$ cat src/rtl/debounce_pkg.sv
// rtl/debounce_pkg.sv - shared state encoding for the switch debouncer
package debounce_pkg;

  typedef enum logic [1:0] {
    ZERO  = 2'b00,
    WAIT1 = 2'b01,
    ONE   = 2'b10,
    WAIT0 = 2'b11
  } state_e;

  // Level seen downstream: high once a 1 is accepted, until a 0 is accepted.
  function automatic logic level_of(state_e s);
    return (s == ONE) || (s == WAIT0);
  endfunction

endpackage

$ cat src/rtl/debounce_if.sv
// rtl/debounce_if.sv - raw switch in, debounced level and rise pulse out
interface debounce_if;
  logic sw;
  logic db_level;
  logic db_tick;

  modport master (output sw, input db_level, input db_tick);
  modport slave  (input sw, output db_level, output db_tick);
endinterface

$ cat src/rtl/sample_tick_gen.sv
// rtl/sample_tick_gen.sv - free-running sample timer, one-cycle tick per period
module sample_tick_gen #(
  parameter int TICK_DIV = 200000
) (
  input  logic clk,
  input  logic reset,
  output logic m_tick
);

  localparam int             TW     = $clog2(TICK_DIV);
  localparam logic [TW-1:0]  T_LAST = TW'(TICK_DIV - 1);
  localparam logic [TW-1:0]  T_ONE  = TW'(1);

  logic [TW-1:0] timer_q;
  logic [TW-1:0] timer_d;

  assign m_tick  = (timer_q == T_LAST);
  assign timer_d = m_tick ? '0 : timer_q + T_ONE;

  always_ff @(posedge clk or posedge reset) begin
    if (reset) timer_q <= '0;
    else       timer_q <= timer_d;
  end

endmodule

$ cat src/rtl/debounce_fsm.sv
// rtl/debounce_fsm.sv - synchronise a bouncing switch and accept a new level
// only after STABLE_SAMPLES consecutive agreeing sample ticks
module debounce_fsm
  import debounce_pkg::*;
#(
  parameter int TICK_DIV       = 200000,
  parameter int STABLE_SAMPLES = 3
) (
  input  logic     clk,
  input  logic     reset,
  debounce_if.slave db
);

  localparam int              CW       = $clog2(STABLE_SAMPLES + 1);
  localparam logic [CW-1:0]   CNT_INIT = CW'(STABLE_SAMPLES);
  localparam logic [CW-1:0]   CNT_ONE  = CW'(1);

  logic          s1_q, sw_s_q;
  logic          m_tick;
  state_e        state_q, state_d;
  logic [CW-1:0] cnt_q, cnt_d;
  logic          db_level_q, db_tick_q, db_tick_d;

  sample_tick_gen #(.TICK_DIV(TICK_DIV)) u_tick (
    .clk    (clk),
    .reset  (reset),
    .m_tick (m_tick)
  );

  // A disagreeing synchronised sample aborts a wait before any tick is counted.
  always_comb begin
    state_d   = state_q;
    cnt_d     = cnt_q;
    db_tick_d = 1'b0;
    case (state_q)
      ZERO: begin
        if (sw_s_q) begin
          state_d = WAIT1;
          cnt_d   = CNT_INIT;
        end
      end
      WAIT1: begin
        if (!sw_s_q) begin
          state_d = ZERO;
        end else if (m_tick) begin
          if (cnt_q == CNT_ONE) begin
            state_d   = ONE;
            db_tick_d = 1'b1;
          end else begin
            cnt_d = cnt_q - CNT_ONE;
          end
        end
      end
      ONE: begin
        if (!sw_s_q) begin
          state_d = WAIT0;
          cnt_d   = CNT_INIT;
        end
      end
      WAIT0: begin
        if (sw_s_q) begin
          state_d = ONE;
        end else if (m_tick) begin
          if (cnt_q == CNT_ONE) state_d = ZERO;
          else                  cnt_d   = cnt_q - CNT_ONE;
        end
      end
      default: state_d = ZERO;
    endcase
  end

  always_ff @(posedge clk or posedge reset) begin
    if (reset) begin
      s1_q       <= 1'b0;
      sw_s_q     <= 1'b0;
      state_q    <= ZERO;
      cnt_q      <= '0;
      db_level_q <= 1'b0;
      db_tick_q  <= 1'b0;
    end else begin
      s1_q       <= db.sw;
      sw_s_q     <= s1_q;
      state_q    <= state_d;
      cnt_q      <= cnt_d;
      db_level_q <= level_of(state_d);
      db_tick_q  <= db_tick_d;
    end
  end

  assign db.db_level = db_level_q;
  assign db.db_tick  = db_tick_q;

endmodule
$ cat src/flat_wrapper.sv
// flat-port wrapper written by rule: the top's interface ports become plain ports
module debounce_fsm_flat import debounce_pkg::*;
#(
  parameter int TICK_DIV       = 200000,
  parameter int STABLE_SAMPLES = 3
)
  (clk, reset, db_sw, db_db_level, db_db_tick);
  debounce_if db_i ();
  input  logic clk;
  input  logic reset;
  input wire logic [$bits(db_i.sw)-1:0] db_sw;
  output wire logic [$bits(db_i.db_level)-1:0] db_db_level;
  output wire logic [$bits(db_i.db_tick)-1:0] db_db_tick;
  assign db_i.sw = db_sw;
  assign db_db_level = db_i.db_level;
  assign db_db_tick = db_i.db_tick;
  debounce_fsm #(.TICK_DIV(TICK_DIV), .STABLE_SAMPLES(STABLE_SAMPLES)) u_core (.clk(clk), .reset(reset), .db(db_i));
endmodule
$ cat config.mk
export PLATFORM = sky130hd
export DESIGN_NAME = debounce_fsm_flat
export DESIGN_NICKNAME = d
export VERILOG_FILES = /design/src/rtl/debounce_pkg.sv /design/src/rtl/debounce_if.sv /design/src/rtl/sample_tick_gen.sv /design/src/rtl/debounce_fsm.sv /design/src/flat_wrapper.sv
export SDC_FILE = /design/constraint.sdc
export NUM_CORES = 1
export LEC_CHECK = 0
export BUFFER_PORTS_ARGS = -buffer_cell sky130_fd_sc_hd__buf_4
export CORE_MARGIN = 10
export CORE_UTILIZATION = 60
export DETAILED_ROUTE_END_ITERATION = 6
export PLACE_DENSITY_LB_ADDON = 0.2
export SLEW_MARGIN = 40
export SYNTH_ARGS = -nofsm -noshare
export SYNTH_HDL_FRONTEND = slang
export SYNTH_SLANG_ARGS = --single-unit
$ cat constraint.sdc
create_clock -name clk -period 4.7 [get_ports clk]
set_input_delay 0.235 -clock clk [delete_from_list [all_inputs] [get_ports clk]]
set_output_delay 0.235 -clock clk [all_outputs]
set_load 0.01 [all_outputs]
==> impl_results.md, run 1 <==
- Kind of launch point of the worst setup path: flip-flop
- Synthesized Nets: between 100 and 150
- Final nets: roughly 120
- Antenna violations before repair: 0
- Leading post-synthesis cells by instance count: 26 x sky130_fd_sc_hd__dfrtp_1, 7 x sky130_fd_sc_hd__nand2_1, 7 x sky130_fd_sc_hd__nand3_1
- H-Tree Level Count: 1
- Fraction of final layout cells sized beyond drive strength 1: between 10% and 20%
- Die Y-Extent: approximately 66 um
- Number of failing hold endpoints at the final stage: 0
- Synth Warn #: 0
- Path type of the worst setup path: reg -> reg
- DR WL/cell: between 10 and 15 um
- Placed inst area: approximately 1300 um2
- Post-detailed-route via-to-cell ratio: a little under 6
- Nature of the critical path endpoint: flip-flop
- Result of the run: finished, final reports clean
- Peak supply drop: between 0.15 and 0.2 mV
- Global route total overflow: 0
- Max_cap viols: 0
- Area Growth Syn to Fin: 7.86%
- Die width: between 60 and 70 um
- Routed Antenna Nets: 0
- Maximum root-to-sink buffer count: 2
- Fraction of synthesized cell area taken by the top area cell type: between 50 and 60%
- Number of top-level pins: 5
- Proportion of synthesized chip area in sequential cells: between 50% and 60%
- RePlAce Congestion: slightly below 0.8
- Average size of a mapped cell: between 10 and 15 um2
- Number of clock sinks: 26
- Unrepaired setup endpoints after global routing: false
- Worst max-slew margin expressed relative to the limit: between 60% and 70%
- Number of global-route vias before repair: a little under 900
- Leakage power summed over all cells: ~0.61 nW
- Synthesized instance count: approximately 110
- Number of distinct library cell variants in the gate-level netlist after synthesis: 36
- Area leader, netlist: sky130_fd_sc_hd__dfrtp_1
- IO buf count: 4
- Time the worst path needs with I/O delays and setup: between 1.5 and 2 ns
- Core region area: roughly 2000 um2
- Number of vias after detailed routing: 845
- Buffer cell driving the clock tree root: sky130_fd_sc_hd__clkbuf_4
- Async set-reset flop share out of synthesis: 100%
- CTS clk-pin slew, worst paths: approximately 0.14 ns
- Insertion delay of the later-clocked pin in the worst-skew pair: around 0.33 ns
- Summed negative setup slack over all endpoints: 0 ns
- Ratio of total power to cell area: roughly 260 nW/um2
- Total Die Area: 4370 um2
- Transition time at the pin with the least slew margin: roughly 0.52 ns
- Maximum number of pins on one net before global-route repair: 27
- Summed area of non-filler cells in the final layout: between 1000 and 1500 um2
- Row Count: 16
- All-layer global routing usage: between 10% and 20%
- Placed wire-length estimate: approximately 1500 um
- Critical-path maximum fanout: 9
- Clock tree from TritonCTS: yes
- Starting utilization of the core area: roughly 64%
- Fin crit share: 39.6%
- Netlist area before placement: around 1300 um2
- Number of remaining DRC errors: 0
- Maximum clock frequency: 0.537 GHz
- Fin. max-slew vios: 0
- Number of clock buffers inserted by TritonCTS: 3
- Required time at the worst-slack endpoint: about 4.9 ns
- Worst hold path class: reg -> reg
- Top-count cell post-synth: sky130_fd_sc_hd__dfrtp_1
- Most instantiated flip-flop cell in the synthesis netlist: sky130_fd_sc_hd__dfrtp_1
- Clock Skew: 0.00840 ns
- Number of setup violations in the final report: 0
- Total wire length: roughly 2100 um
- Global-route wire length before repair: around 4000 um
- Top cells by area in the synthesized netlist: sky130_fd_sc_hd__dfrtp_1 51%, sky130_fd_sc_hd__xnor2_1 4.1%, sky130_fd_sc_hd__nor4b_4 3.7%
- First-pass iteration count of the detailed router: 4
- Worst EP arrival: 2.08 ns
- DRT iter0 DRCs: 25
- Number of inserted diodes: 0
- Post-synthesis sequential element count: 26
- Number of synthesized flops with an enable pin: 0
## where the power goes
part	total [W]	internal [W]	switching [W]
registers	0.000231	0.000228	0.00000301
logic	0.0000204	0.00000831	0.0000121
clock network	0.000112	0.0000474	0.0000645
total	0.000363	0.000284	0.0000796
## what timing repair did
item	in CTS	in global routing
resized for setup	0	0
hold buffers	2	0
buffers inserted	0	0
endpoints found under the hold margin	27	0
## layout make-up
cell class | instances | area, um2
Clock buffer | 4 | 36.3
Fill cell | 140 | 608
Inverter | 5 | 18.8
Tap cell | 27 | 33.8
Multi-Input combinational cell | 77 | 584
Timing Repair Buffer | 6 | 50.0
Sequential cell | 26 | 651
## logic make-up after synthesis
kind of cell	Yosys count	synth area share, %
compound gates	15	8.45
xor+xnor	11	7.56
fa+ha+maj	2	1.96
buf+inv	8	3.04
flops	26	51.1
mux	3	2.55
simple gates	46	25.3
## worst paths after layout
check	start	to	slack (ns)	cells past startpoint
max	u_core.u_tick.timer_q[13]	u_core.state_q[1]	2.84	4
min	u_core.s1_q	u_core.sw_s_q	0.38	0
max reg2reg	u_core.u_tick.timer_q[13]	u_core.state_q[1]	2.84	4
min reg2reg	u_core.s1_q	u_core.sw_s_q	0.38	0
max in group asynchronous	reset	u_core.u_tick.timer_q[5]	3.86	3
min in group asynchronous	reset	u_core.cnt_q[1]	0.49	3
## flip-flops by register name, summed over array words and instances (netlist names)
signal and cells:
u_core.cnt_q 2, u_core.db.db_level 1, u_core.db.db_tick 1, u_core.s1_q 1, u_core.state_q 2, u_core.sw_s_q 1, u_core.u_tick.timer_q 18
## cells in the final DEF, fill, tap and decap left out, types with 2 or more instances in the layout
master                          instances
sky130_fd_sc_hd__buf_4                  4
sky130_fd_sc_hd__and2_1                 3
sky130_fd_sc_hd__nand3_1                7
sky130_fd_sc_hd__nor4b_4                2
sky130_fd_sc_hd__and3_1                 3
sky130_fd_sc_hd__nand4_1                6
sky130_fd_sc_hd__ha_1                   2
sky130_fd_sc_hd__nor4_1                 2
sky130_fd_sc_hd__mux2_2                 2
sky130_fd_sc_hd__xor2_1                 5
sky130_fd_sc_hd__inv_1                  4
sky130_fd_sc_hd__clkbuf_4               3
sky130_fd_sc_hd__a211oi_1               2
sky130_fd_sc_hd__dfrtp_1               26
sky130_fd_sc_hd__nor2_1                 5
sky130_fd_sc_hd__and4b_1                2
sky130_fd_sc_hd__dlygate4sd3_1          2
sky130_fd_sc_hd__o31ai_1                2
sky130_fd_sc_hd__nand2_1                7
sky130_fd_sc_hd__o311a_1                2
sky130_fd_sc_hd__xnor2_1                6
sky130_fd_sc_hd__o21ai_0                5
## per-stage QoR
stage	utilization, %	cells	power (W)	hold WS (ns)	worst slack, ns
4_1_cts	69.3	145	0.000367	0.373	2.84
2_1_floorplan	-	111	0.000249	0.266	3.00
6_report	69.3	145	0.000363	0.376	2.84
3_5_place_dp	66.5	139	0.000255	0.315	2.86
3_3_place_gp	66.5	139	0.000253	0.334	2.91
5_1_grt	69.3	145	0.000381	0.392	2.70
## worst max-delay path: stages, from the launching register on
cell	delay, ns
sky130_fd_sc_hd__dfrtp_1	0.49
sky130_fd_sc_hd__nor4b_4	0.43
sky130_fd_sc_hd__nand3_4	0.20
sky130_fd_sc_hd__nor3_4	0.28
sky130_fd_sc_hd__mux2_2	0.36
## metal layers
metal / GRT usage (%) / wire length (um)
met1: 14.3 / 987
met2: 17.9 / 1020
met3: 2.71 / 77
met4: 7.07 / 58
met5: 0 / 0
(Power assumes the default switching activity.)
==> run 2, diff against run 1 <==
--- a/config.mk
+++ b/config.mk
@@ -7,7 +7,7 @@
 export LEC_CHECK = 0
 export BUFFER_PORTS_ARGS = -buffer_cell sky130_fd_sc_hd__buf_4
 export CORE_MARGIN = 10
-export CORE_UTILIZATION = 60
+export CORE_UTILIZATION = 59
 export DETAILED_ROUTE_END_ITERATION = 6
 export PLACE_DENSITY_LB_ADDON = 0.2
 export SLEW_MARGIN = 40
==> constraint.sdc (replaced) <==
create_clock -name clk -period 1.8 [get_ports clk]
set_input_delay 0.09 -clock clk [delete_from_list [all_inputs] [get_ports clk]]
set_output_delay 0.09 -clock clk [all_outputs]
set_load 0.01 [all_outputs]
==> run 2 against run 1 <==
Worst setup slack worse by 2.7 ns. Cell count up 7.6%. Utilization up 3.9 points. Via count up 6.0%. Clock skew down 0.0058 ns. Global-route usage about the same. Total power rose to 2.6 times the previous value. Register-to-register slack worse by 2.7 ns. Combinational power rose to 2.9 times the previous value. Sequential power rose to 2.6 times the previous value. Clock power rose to 2.6 times the previous value. Largest cell class unchanged.
==> impl_results.md, run 2 (synthesis results as in run 1) <==
- Starting utilization of the core area: a little under two thirds
- Transition time at the pin with the least slew margin: about 0.47 ns
- DR WL/cell: roughly 15 um
- Peak supply drop: roughly 0.54 mV
- Die Y-Extent: between 60 and 70 um
- IO buf count: 4
- Critical-path maximum fanout: 6
- Number of vias after detailed routing: around 900
- Die width: around 66 um
- Maximum number of pins on one net before global-route repair: 15
- Total Die Area: 4420 um2
- H-Tree Level Count: 1
- Number of remaining DRC errors: 0
- Number of failing hold endpoints at the final stage: 0
- Number of clock sinks: 26
- Global-route wire length before repair: 4040 um
- Number of clock buffers inserted by TritonCTS: 3
- All-layer global routing usage: a little under an eighth
- Reg2reg path depth: 4
- Flip-flop count of the largest register, all copies and words added: 18
- Worst hold path class: in -> async
- Commonest non-fill, non-tap cells in the layout: 25 x sky130_fd_sc_hd__dfrtp_1, 15 x sky130_fd_sc_hd__buf_4, 7 x sky130_fd_sc_hd__nand3_1
- Number of global-route vias before repair: approximately 860
- Leakage power summed over all cells: between 0.6 and 0.7 nW
- RePlAce Congestion: between 0.7 and 0.8
- Largest Register: u_core.u_tick.timer_q
- Worst reg2reg path startpoint: u_core.u_tick.timer_q[15]
- Routed Antenna Nets: 0
- Number of top-level pins: 5
- Core region area: between 2000 and 2500 um2
- Worst EP arrival: between 1.5 and 2 ns
- Global route total overflow: 0
- Placed wire-length estimate: roughly 1700 um
- Most common library cell in the layout ignoring fill and taps: sky130_fd_sc_hd__dfrtp_1
- Ratio of total power to cell area: ~650 nW/um2
- Number of inserted diodes: 0
- Hold slack final: 0.333 ns
- First-pass iteration count of the detailed router: 4
- Worst-case setup slack after placement: 0.0250 ns
- Buffer cell driving the clock tree root: sky130_fd_sc_hd__clkbuf_4
- Area Growth Syn to Fin: 15.0%
- Kind of launch point of the worst setup path: flip-flop
- Maximum clock frequency: 0.589 GHz
- Insertion delay of the later-clocked pin in the worst-skew pair: between 0.3 and 0.4 ns
- Setup slack of the most critical reg-to-reg path: ~0.10 ns
- Clock Skew: 0.00258 ns
- Maximum root-to-sink buffer count: 2
- DRT iter0 DRCs: 26
- Total wire length: 2350 um
- Fin. max-slew vios: 0
- Time the worst path needs with I/O delays and setup: 1.70 ns
- Fraction of final layout cells sized beyond drive strength 1: between 20% and 30%
- Number of setup violations in the final report: 0
- Regs by FF count: u_core.u_tick.timer_q (18), u_core.cnt_q (2), u_core.state_q (2)
- Fin crit share: 94.3%
- Path type of the worst setup path: reg -> reg
- Dpl cells: approximately 150
- Post-detailed-route via-to-cell ratio: about 5.7
- Final nets: ~140
- Clock tree from TritonCTS: yes
- Required time at the worst-slack endpoint: a little over 2 ns
- Count of non-filler cells in the finished layout: between 150 and 200
- Antenna violations before repair: 0
- Result of the run: finished, final reports clean
- Worst max-slew margin expressed relative to the limit: roughly 69%
- Row Count: 16
- CTS clk-pin slew, worst paths: around 0.13 ns
- Nature of the critical path endpoint: flip-flop
- Destination of the worst register-to-register timing path: u_core.cnt_q[0]
- Final setup slack of the worst path: a little over 0.1 ns
- Max_cap viols: 0
[run 2: power by group]
part	internal, W	total, W	switching [W]
Combinational	0.0000246	0.0000589	0.0000343
Clock	0.000124	0.000287	0.000164
Sequential	0.000595	0.000602	0.00000736
[run 2: worst max-delay path by stage]
stage | start | end | slack (ns) | depth (start not counted)
4_1_cts | u_core.u_tick.timer_q[0] | u_core.state_q[1] | 0.008 | 5
3_3_place_gp | u_core.u_tick.timer_q[15] | u_core.db.db_level | 0.1 | 4
2_1_floorplan | u_core.u_tick.timer_q[6] | u_core.db.db_level | 0.1 | 5
5_1_grt | u_core.u_tick.timer_q[1] | u_core.db.db_level | -0.007 | 5
6_report | u_core.u_tick.timer_q[15] | u_core.cnt_q[0] | 0.10 | 4
3_5_place_dp | u_core.u_tick.timer_q[0] | u_core.state_q[1] | 0.03 | 5
[run 2: critical path, cell delays in order (launching register included)]
cell	delay, ns
sky130_fd_sc_hd__dfrtp_2	0.47
sky130_fd_sc_hd__nor4b_4	0.40
sky130_fd_sc_hd__nand3_4	0.16
sky130_fd_sc_hd__o311a_1	0.38
sky130_fd_sc_hd__a211oi_2	0.22
[run 2: what timing repair did]
| item | CTS | global route |
|---|---|---|
| setup buffers | 0 | 3 |
| endpoints found under the hold margin | 13 | 0 |
| endpoints found under the setup margin | 0 | 7 |
| hold buffers | 2 | 0 |
| resized for setup | 0 | 3 |
[run 2: layout make-up]
class	instances	area, um2
flip-flops and latches	26	652
multi-input cells	77	592
fillers	146	537
inverters	5	18.8
repair buffers	17	133
clock buffers	4	36.3
well taps	27	33.8
[run 2: per-layer routing]
layer,vias up,wire length (um),track usage (%)
li1,441,-,-
met1,443,1040,15.3
met2,8,1220,17.8
met3,4,59,2.34
met4,0,43,5.50
met5,-,0,0
[run 2: through the flow]
stage          instance area (um2)  total power (W)  TNS (ns)  utilization, %
2_1_floorplan                 1270         0.000649         0               -
3_3_place_gp                  1380         0.000661         0            68.8
3_5_place_dp                  1380         0.000666         0            68.8
4_1_cts                       1430         0.000952         0            71.6
5_1_grt                       1470         0.000988  -0.00848            73.2
6_report                      1470         0.000948         0            73.2
==> run 3, diff against run 2 <==
--- a/config.mk
+++ b/config.mk
@@ -13,4 +13,5 @@
 export SLEW_MARGIN = 40
 export SYNTH_ARGS = -nofsm -noshare
 export SYNTH_HDL_FRONTEND = slang
+export SYNTH_HIERARCHICAL = 1
 export SYNTH_SLANG_ARGS = --single-unit
==> run 3 against run 2 <==
The run now ends with setup timing left. Critical path depth rose by 2. Total power grew 5.7%. Worst setup slack got worse by 0.44 ns. Critical path type unchanged. Critical endpoint is now u_core/cnt_q[0]. Largest cell class unchanged. Largest power group unchanged.
==> impl_results.md, run 3 <==
- Result of the run: complete, but fails checks
- Violated checks: setup timing
- Fin. max-slew vios: 0
- Clock tree from TritonCTS: yes
- Combinational family with the most area after synthesis: simple AND/OR/NAND/NOR gates
- Sequential fraction of design power: 58.9%
- Starting utilization of the core area: about three fifths
- Global route total overflow: 0
- Summed area of non-filler cells in the final layout: between 1500 and 2000 um2
- Synthesized instance count: about 110
- Most instantiated flip-flop cell in the synthesis netlist: sky130_fd_sc_hd__dfrtp_1
- Number of failing hold endpoints at the final stage: 0
- CP cell instances: or3_4 -> nor4b_4 -> nor3b_4 -> nand2b_1 -> or3b_4 -> mux2_4
- Die Y-Extent: approximately 65 um
- Peak supply drop: 0.633 mV
- Placed wire-length estimate: approximately 1700 um
- Switching power as a share of total power: a little under a fifth
- FILL cells: approximately 130
- Fraction of final layout cells sized beyond drive strength 1: around a third
- Number of distinct library cell variants in the gate-level netlist after synthesis: 32
- Fraction of synthesized cell area taken by the top area cell type: ~54%
- Worst max-slew margin expressed relative to the limit: a little over half
- Required time at the worst-slack endpoint: 2.02 ns
- Post-synthesis sequential element count: 26
- Setup slack of the most critical reg-to-reg path: -0.34 ns
- All-layer global routing usage: a little under an eighth
- Number of setup violations in the final report: 6
- Number of clock sinks: 26
- Time the worst path needs with I/O delays and setup: around 2.1 ns
- Peak per-stage delay on the critical path: 0.41 ns
- Area share of and/or/nand/nor cells after synthesis: 24.6%
- Worst EP arrival: roughly 2.4 ns
- Met1 track demand over resource in global routing: between 10% and 20%
- Average size of a mapped cell: 11.3 um2
- Total power after layout: 0.00100 W
- Regs by FF count: u_core/u_tick/timer_q (18), u_core/cnt_q (2), u_core/state_q (2)
- Sw Pwr: around 0.00018 W
- Async set-reset flop share out of synthesis: between 90% and 100%
- GR met2 Demand/Resource: 20.2%
- Maximum clock frequency: 0.467 GHz
- Int Pwr: just over 0.0008 W
- Post-detailed-route via-to-cell ratio: about 5.4
- Global-route wire length before repair: 4090 um
- Buffer cell driving the clock tree root: sky130_fd_sc_hd__clkbuf_4
- Insertion delay of the later-clocked pin in the worst-skew pair: roughly 0.32 ns
- Reg2reg path depth: 6
- Final setup slack of the worst path: -0.340 ns
- Compound-cell area share of the yosys netlist: 5.26%
- First-pass iteration count of the detailed router: 4
- Total wire length: 2450 um
- Slowest-stage cell, CP: sky130_fd_sc_hd__dfrtp_1
- CP endpoint: u_core/cnt_q[0]
- Maximum number of pins on one net before global-route repair: 19
- DRT iter0 DRCs: 37
- Proportion of synthesized chip area in sequential cells: 53.6%
- Row Count: 16
- Flip-flop count of the largest register, all copies and words added: 18
- Share of cell area taken by muxes after synthesis: slightly above 3%
- Die width: between 60 and 70 um
- Antenna violations before repair: 0
- Final nets: 149
- Count of non-filler cells in the finished layout: 170
- Most crowded layer after global routing: met2
- Area Growth Syn to Fin: 29.5%
- Leakage power summed over all cells: around 0.73 nW
- Number of vias after detailed routing: 923
- CTS clk-pin slew, worst paths: 0.13 ns
- Routed Antenna Nets: 0
- Maximum root-to-sink buffer count: 2
- Adder and majority cell fraction of the synthesized area: roughly 2.1%
- Top-count cell post-synth: sky130_fd_sc_hd__dfrtp_1
- Number of inserted diodes: 0
- CP Depth: 6
- Unrepaired setup endpoints after global routing: true
- Number of top-level pins: 5
- Dominant delay contributor by cell family on the critical path: simple AND/OR/NAND/NOR gates
- DR WL/cell: ~14 um
- Largest Register: u_core/u_tick/timer_q
- Destination of the worst register-to-register timing path: u_core/cnt_q[0]
- Worst reg2reg path startpoint: u_core/u_tick/timer_q[14]
- Number of clock buffers inserted by TritonCTS: 3
- Worst-case setup slack after placement: -0.269 ns
- Dpl cells: 159
- Buffers plus inverters on the worst setup path: 0
- Number of synthesized flops with an enable pin: 0
- Met3 track demand over resource: around 4.2%
- Most common library cell in the layout ignoring fill and taps: sky130_fd_sc_hd__buf_4
- Synth Warn #: 6
- Transition time at the pin with the least slew margin: approximately 0.7 ns
- H-Tree Level Count: 1
- Fin crit share: 119%
- Core region area: ~2000 um2
- Path type of the worst setup path: reg -> reg
- Share of the synthesized netlist area taken by xor and xnor gates: about a tenth
- Worst hold path class: in -> async
- Kind of launch point of the worst setup path: flip-flop
- Worst setup startpoint: u_core/u_tick/timer_q[14]
- IO buf count: 4
- Critical-path maximum fanout: 2
- Commonest non-fill, non-tap cells in the layout: 31 x sky130_fd_sc_hd__buf_4, 26 x sky130_fd_sc_hd__dfrtp_1, 10 x sky130_fd_sc_hd__xnor2_1
- Ratio of total power to cell area: 638 nW/um2
- Total Die Area: around 4300 um2
- Clock share of power: 38.8%
- Placed inst area: between 1000 and 1500 um2
- Leading post-synthesis cells by instance count: 26 x sky130_fd_sc_hd__dfrtp_1, 10 x sky130_fd_sc_hd__xnor2_1, 9 x sky130_fd_sc_hd__nor2_1
- Number of global-route vias before repair: slightly above 900
- Nature of the critical path endpoint: flip-flop
- Hold slack final: 0.265 ns
- RePlAce Congestion: between 0.7 and 0.8
- Combinational group share of total power: 2.3%
- Number of remaining DRC errors: 0
- Synthesized Nets: 112
- Netlist area before placement: ~1200 um2
- Clock Skew: between 0.004 and 0.005 ns
- Area leader, netlist: sky130_fd_sc_hd__dfrtp_1
- Top cells by area in the synthesized netlist: sky130_fd_sc_hd__dfrtp_1 54%, sky130_fd_sc_hd__xnor2_1 7.2%, sky130_fd_sc_hd__nand4_1 4.1%
- Max_cap viols: 0
==> run 3: changes by cell type after synthesis, sizes merged, moves of 3 or more <==
cell | previous run | this run
and3 | 3 | 0
or3 | 0 | 3
nand3 | 8 | 4
xnor2 | 6 | 10
nor2 | 5 | 9
a21oi | 0 | 3
==> run 3: kinds of logic after synthesis <==
kind of cell,count (synthesis)
flops,26
simple gates,47
compound gates,10
mux,3
buf+inv,6
fa+ha+maj,2
xor+xnor,13
==> run 3: power by group through the flow <==
stage          combinational, W  clock, W  sequential, W
2_1_floorplan         0.0000126         0       0.000600
3_3_place_gp          0.0000190         0       0.000601
3_5_place_dp          0.0000198         0       0.000601
4_1_cts               0.0000234  0.000411       0.000591
5_1_grt               0.0000263  0.000428       0.000591
6_report              0.0000234  0.000389       0.000591
==> run 3: cell type report <==
class	instances	area, um2	area share, %
sequential	26	651	41.4
clock buffer	3	22.5	1.43
inverter	5	18.8	1.19
tap	27	33.8	2.15
multi-input combinational	75	563	35.8
timing repair buffer	33	253	16.1
clock inverter	1	30.0	1.91
==> run 3: repair_timing <==
action | 4_1_cts | 5_1_grt
setup buffers | 3 | 4
gates resized for setup | 5 | 2
hold endpoints to repair | 27 | 0
endpoints found under the setup margin | 6 | 14
pin swaps | 1 | 0
hold buffers | 2 | 0
==> run 3: per-stage QoR <==
stage / utilization (%) / setup TNS [ns]
2_1_floorplan: - / -1.40
3_3_place_gp: 73.3 / -0.795
3_5_place_dp: 73.3 / -1.07
4_1_cts: 79.4 / -0.835
5_1_grt: 80.1 / -1.60
6_report: 80.1 / -0.998
==> run 3: how the worst min path moves through the flow <==
| stage | start | to | slack, ns |
|---|---|---|---|
| floorplan | reset | u_core/cnt_q[0] | -0.09 |
| global placement | reset | u_core/state_q[0] | 0.05 |
| detailed placement | reset | u_core/cnt_q[0] | 0.06 |
| CTS | reset | u_core/db.db_level | 0.24 |
| global route | reset | u_core/sw_s_q | 0.25 |
| finish | reset | u_core/cnt_q[0] | 0.26 |
==> run 3: per-layer routing <==
layer	up-vias	routed length, um
met5	-	0
met4	0	11
met3	2	81
met2	11	1290
met1	460	1070
li1	450	-
==> run 3: worst min-delay path: stages <==
cell and delay (ns):
sky130_fd_sc_hd__dlygate4sd3_1 0.53, sky130_fd_sc_hd__buf_4 0.14, sky130_fd_sc_hd__inv_1 0.23
